**src/rtl/core_pkg.sv**
```systemverilog
// Shared types for the pipelined ARM core's hazard logic.
package core_pkg;

    typedef enum logic [1:0] {
        FWD_RF  = 2'b00,
        FWD_WB  = 2'b01,
        FWD_MEM = 2'b10
    } fwd_sel_t;

    // M-stage result has priority because it is the youngest value.
    function automatic fwd_sel_t fwd_select(
        input logic match_m,
        input logic wr_m,
        input logic match_w,
        input logic wr_w
    );
        if (match_m && wr_m) begin
            return FWD_MEM;
        end else if (match_w && wr_w) begin
            return FWD_WB;
        end
        return FWD_RF;
    endfunction

endpackage

```
**src/rtl/sat_counter.sv**
```systemverilog
// Saturating up-counter with synchronous active-high reset.
module sat_counter #(
    parameter int unsigned W = 16
) (
    input  logic         clk,
    input  logic         reset,
    input  logic         inc,
    output logic [W-1:0] count
);

    logic [W-1:0] r_count;

    always_ff @(posedge clk) begin
        if (reset) begin
            r_count <= '0;
        end else if (inc && (r_count != '1)) begin
            r_count <= r_count + W'(1);
        end
    end

    assign count = r_count;

endmodule

```
**src/rtl/hazard_unit.sv**
```systemverilog
// Hazard controller: forwarding selects, load-use/PC-write stalls and flushes,
// plus saturating stall/flush event counters.
module hazard_unit
    import core_pkg::*;
#(
    parameter int unsigned CNT_W = 16
) (
    input  logic             clk,
    input  logic             reset,
    input  logic             Match_1E_M,
    input  logic             Match_1E_W,
    input  logic             Match_2E_M,
    input  logic             Match_2E_W,
    input  logic             Match_12D_E,
    input  logic             RegWriteE,
    input  logic             MemtoRegE,
    input  logic             PCSrcD,
    input  logic             PCSrcE,
    input  logic             BranchTakenE,
    output logic [1:0]       ForwardAE,
    output logic [1:0]       ForwardBE,
    output logic             StallF,
    output logic             StallD,
    output logic             FlushD,
    output logic             FlushE,
    output logic [CNT_W-1:0] StallCount,
    output logic [CNT_W-1:0] FlushCount
);

    logic r_reg_write_m;
    logic r_reg_write_w;
    logic r_pc_src_m;
    logic r_pc_src_w;

    logic w_ldr_stall_d;
    logic w_pc_wr_pending_f;
    fwd_sel_t w_fwd_a;
    fwd_sel_t w_fwd_b;

    // E/M/W stages never stall, so these copies advance every cycle.
    always_ff @(posedge clk) begin
        if (reset) begin
            r_reg_write_m <= 1'b0;
            r_reg_write_w <= 1'b0;
            r_pc_src_m    <= 1'b0;
            r_pc_src_w    <= 1'b0;
        end else begin
            r_reg_write_m <= RegWriteE;
            r_reg_write_w <= r_reg_write_m;
            r_pc_src_m    <= PCSrcE;
            r_pc_src_w    <= r_pc_src_m;
        end
    end

    always_comb begin
        w_fwd_a = fwd_select(Match_1E_M, r_reg_write_m, Match_1E_W, r_reg_write_w);
        w_fwd_b = fwd_select(Match_2E_M, r_reg_write_m, Match_2E_W, r_reg_write_w);
    end

    assign w_ldr_stall_d     = Match_12D_E & MemtoRegE & RegWriteE;
    assign w_pc_wr_pending_f = PCSrcD | PCSrcE | r_pc_src_m;

    assign ForwardAE = w_fwd_a;
    assign ForwardBE = w_fwd_b;
    assign StallD    = w_ldr_stall_d;
    assign StallF    = w_ldr_stall_d | w_pc_wr_pending_f;
    assign FlushD    = w_pc_wr_pending_f | r_pc_src_w | BranchTakenE;
    assign FlushE    = w_ldr_stall_d | BranchTakenE;

    sat_counter #(
        .W (CNT_W)
    ) u_stall_cnt (
        .clk   (clk),
        .reset (reset),
        .inc   (StallD),
        .count (StallCount)
    );

    sat_counter #(
        .W (CNT_W)
    ) u_flush_cnt (
        .clk   (clk),
        .reset (reset),
        .inc   (FlushD),
        .count (FlushCount)
    );

endmodule

```
**config.mk**
```make
export PLATFORM = sky130hd
export DESIGN_NAME = hazard_unit
export DESIGN_NICKNAME = d
export VERILOG_FILES = /design/src/rtl/core_pkg.sv /design/src/rtl/sat_counter.sv /design/src/rtl/hazard_unit.sv
export SDC_FILE = /design/constraint.sdc
export NUM_CORES = 1
export LEC_CHECK = 0
export ABC_AREA = 1
export ABC_CLOCK_PERIOD_IN_PS = 1850
export BUFFER_PORTS_ARGS = -buffer_cell sky130_fd_sc_hd__clkbuf_2
export CAP_MARGIN = 5
export CORE_MARGIN = 2
export CORE_UTILIZATION = 53
export DETAILED_ROUTE_END_ITERATION = 8
export GPL_ROUTABILITY_DRIVEN = 0
export GPL_TIMING_DRIVEN = 0
export HOLD_SLACK_MARGIN = 0.06
export PLACE_DENSITY_LB_ADDON = 0.12
export SYNTH_ARGS = -nofsm -noshare
export SYNTH_HDL_FRONTEND = slang
export SYNTH_HIERARCHICAL = 1
export SYNTH_SLANG_ARGS = --single-unit
```
**constraint.sdc**
```tcl
create_clock -name clk -period 1.85 [get_ports clk]
set_input_delay 0.2775 -clock clk [delete_from_list [all_inputs] [get_ports clk]]
set_output_delay 0.2775 -clock clk [all_outputs]
set_load 0.005 [all_outputs]
```
==> flow_summary_export.csv <==
group,metric,value,unit
run_status,status,"complete, no violations",
floorplanning,die_h,66.2,µm
worst_setup_path,critPathMaxStageDelay,0.41,ns
synth,yosys.area_share.adder,0.0122,
finish,layout-drive-gt1-share,0.255,
detailed_routing,drt_pass1_iterations,4,
synth,synth_top_family_by_area,"simple AND/OR/NAND/NOR gates",
placement,io_buffers,51,
floorplanning,coreArea,0.00369,mm²
grt,grt_pass1_vias,1843,
power_and_ir_drop,combPwrFrac,0.072,
cts,ctsHoldBuffers,0,
sta,rsz0062_at_grt,"false",
synth,synth-seq-cells,36,
worst_setup_path,r2r-end,"u_stall_cnt/count[11]",
worst_setup_path,reg2regPathDepth,6,
min_path,hp-start,"RegWriteE",
cts,cts_made_buffers,5,
min_path,min_path_type,"primary input to flip-flop",
sta,slew-limit-headroom,0.790,
worst_setup_path,cp.required,2.03,ns
cts,htreeDepth,2,
worst_setup_path,cp-start-kind,"flip-flop",
min_path,hold-path-cell-count,3,
sta,hold_violations,0,
detailed_routing,route.detailed.drc,0,
worst_setup_path,crit_type,"flip-flop to flip-flop",
detailed_routing,drtIter0Drc,115,
power_and_ir_drop,p_clk_frac,0.396,
synth,synthMuxAreaShare,0,
worst_setup_path,worst-r2r-setup-slack,0.29,ns
synth,synth-simple-area-share,0.537,
floorplanning,io_pins,52,
worst_setup_path,arrival,1.74,ns
worst_setup_path,worstPathMaxFanout,7,
cts,clk_pin_slew,0.07,ns
power_and_ir_drop,power.internal,1.17,mW
grt,track_usage,0.230,
synth,synth_top_area_frac,0.352,
synth,syn_nets,341,
synth,synthXorXnorAreaFrac,0,
sta,tns,0,ns
sta,worstMarginPinSlew,0.314,ns
synth,yosys.cell_types.count,18,
placement,hpwl,3450,µm
synth,yosys_warnings,6,
min_path,hold_end,"r_reg_write_m",
floorplanning,start_util,0.556,
detailed_routing,wl_per_cell,10.5,µm
grt,met2_usage,0.344,
detailed_routing,ant_nets,0,
worst_setup_path,worst_setup_path_end_kind,"flip-flop",
grt,grt.busiest_layer,"met2",
finish,final_nets,399,
floorplanning,die_x,66.2,µm
synth,synthCells,327,
grt,grt_pass1_wl,7850,µm
finish,area_delta_synth_final,20.1,%
synth,syn_area,0.00205,mm²
finish,final_common_cell,"nand2_1",
synth,yosysSeqAreaShare,0.352,
sta,setup_viol,0,
grt,gr-usage-met3,0.0647,
power_and_ir_drop,p_seq_frac,0.532,
cts,cts_setup_buffers,0,
sta,finalCritPeriodShare,0.843,
power_and_ir_drop,swShare,0.226,
detailed_routing,dr_total_vias,2114,
synth,yosysTopAreaCell,"dfxtp_1",
cts,cts_root_buf,"clkbuf_8",
detailed_routing,vias_per_cell,4.88,
grt,antenna_found_initial,0,
run,cap_viol_max_count,0,
power_and_ir_drop,p_sw,340,µW
sta,fmax,641,MHz
cts,cts_max_path_buffers,2,
sta,setup_slack,0.290,ns
synth,synth.avg_cell_area,6.27,µm²
sta,finalCriticalPeriod,1.56,ns
worst_setup_path,critPathSlowestCell,"dfxtp_1",
power_and_ir_drop,vdd_drop_max,0.000471,V
floorplanning,die-area,0.00438,mm²
placement,post-place-ws,0.314,ns
cts,post_cts_resized,0,
power_and_ir_drop,p_per_area,612,mW/mm²
synth,synth_compound_area_frac,0.0342,
cts,cts_num_sinks,36,
synth,synth_area_leaders,"dfxtp_1 35%, nand2_1 18%, nor2_1 14%",
worst_setup_path,worstReg2RegStart,"u_stall_cnt/count[0]",
cts,clock_latency,0.28,ns
finish,antenna_cells,0,
cts,cts_tree,"built",
grt,grt_util_met1,0.326,
detailed_routing,wirelength,4530,µm
power_and_ir_drop,p_leak,1.16,nW
sta,fin_skew,0.00428,ns
worst_setup_path,cp_cell_sequence,"ha_1, inv_1, nor2_2, nand4_1, a21oi_1, nor2_1",
sta,slew_viol_final,0,
grt,grt_max_degree,11,
floorplanning,std_cell_rows,22,
finish,mostFrequentLayoutCells,"97 x nand2_1, 75 x nor2_1, 51 x clkbuf_2",
finish,filler_cell_count,372,
grt,grt_overflow,0,
==> synthesized netlist by cell type, drive strengths merged <==
library cell / instances
nor2: 104
nand2: 101
dfxtp: 36
inv: 29
nand3: 27
a21oi: 14
nand4: 6
buf: 2
clkbuf: 2
ha: 2
nor3: 2
or2: 2
==> how the worst max path moves through the flow <==
stage                              start               endpoint  slack (ns)  cells past startpoint
detailed placement  u_stall_cnt/count[0]  u_stall_cnt/count[11]        0.31                      6
CTS                 u_stall_cnt/count[0]  u_stall_cnt/count[11]        0.31                      6
finish              u_stall_cnt/count[0]  u_stall_cnt/count[11]        0.29                      6
floorplan           u_flush_cnt/count[0]   u_flush_cnt/count[0]        0.50                      8
global placement               RegWriteE  u_stall_cnt/count[13]        0.37                     10
global route        u_flush_cnt/count[0]  u_flush_cnt/count[13]        0.16                      7
==> layer usage <==
metal,wire length [µm],vias to the layer above
li1,-,1131
met1,2320,931
met2,1980,52
met3,232,0
met4,0,0
met5,0,-
==> cell type report <==
cell class / count / area [µm²] / area share
multi-input cells: 258 / 1190 / 0.486
flip-flops and latches: 36 / 721 / 0.293
repair buffers: 51 / 255 / 0.104
inverters: 29 / 109 / 0.0442
clock buffers: 7 / 96.3 / 0.0391
well taps: 48 / 60.1 / 0.0244
plain buffers: 4 / 25.0 / 0.0102
==> logic make-up after synthesis <==
family,count (synthesis)
DFF,36
and+or+nand+nor,242
adders and majority gates,2
buffers and inverters,33
AOI/OAI and AO/OA,14
==> flip-flops by register name (all words and copies together) (netlist names) <==
| signal | flops |
|---|---|
| r_pc_src_m | 1 |
| r_pc_src_w | 1 |
| r_reg_write_m | 1 |
| r_reg_write_w | 1 |
| u_flush_cnt/count | 16 |
| u_stall_cnt/count | 16 |
==> through the flow <==
stage	power, mW	instances	area (µm²)	util	hold slack [ns]
floorplan	0.884	327	2050	-	0.349
finish	1.51	433	2460	0.667	0.206
global route	1.58	433	2460	0.667	0.201
global placement	0.923	426	2360	0.641	0.426
CTS	1.53	433	2460	0.667	0.199
detailed placement	0.927	426	2360	0.641	0.432
==> power by group through the flow <==
stage                     sequential, mW  combinational [mW]  clock (mW)
final                              0.801               0.109       0.597
after global placement             0.818               0.105           0
after global routing               0.802               0.127       0.652
after CTS                          0.801               0.110       0.618
after detailed placement           0.818               0.109           0
after floorplan                    0.817              0.0668           0
==> worst max-delay path, delay by kind of cell (launching register included) <==
kind / cells / cell delay (ns)
adders and majority gates: 1 / 0.21
and+or+nand+nor: 3 / 0.55
DFF: 1 / 0.41
AOI/OAI and AO/OA: 1 / 0.23
buffers and inverters: 1 / 0.05
No activity file was read; power rests on OpenSTA's default activity.
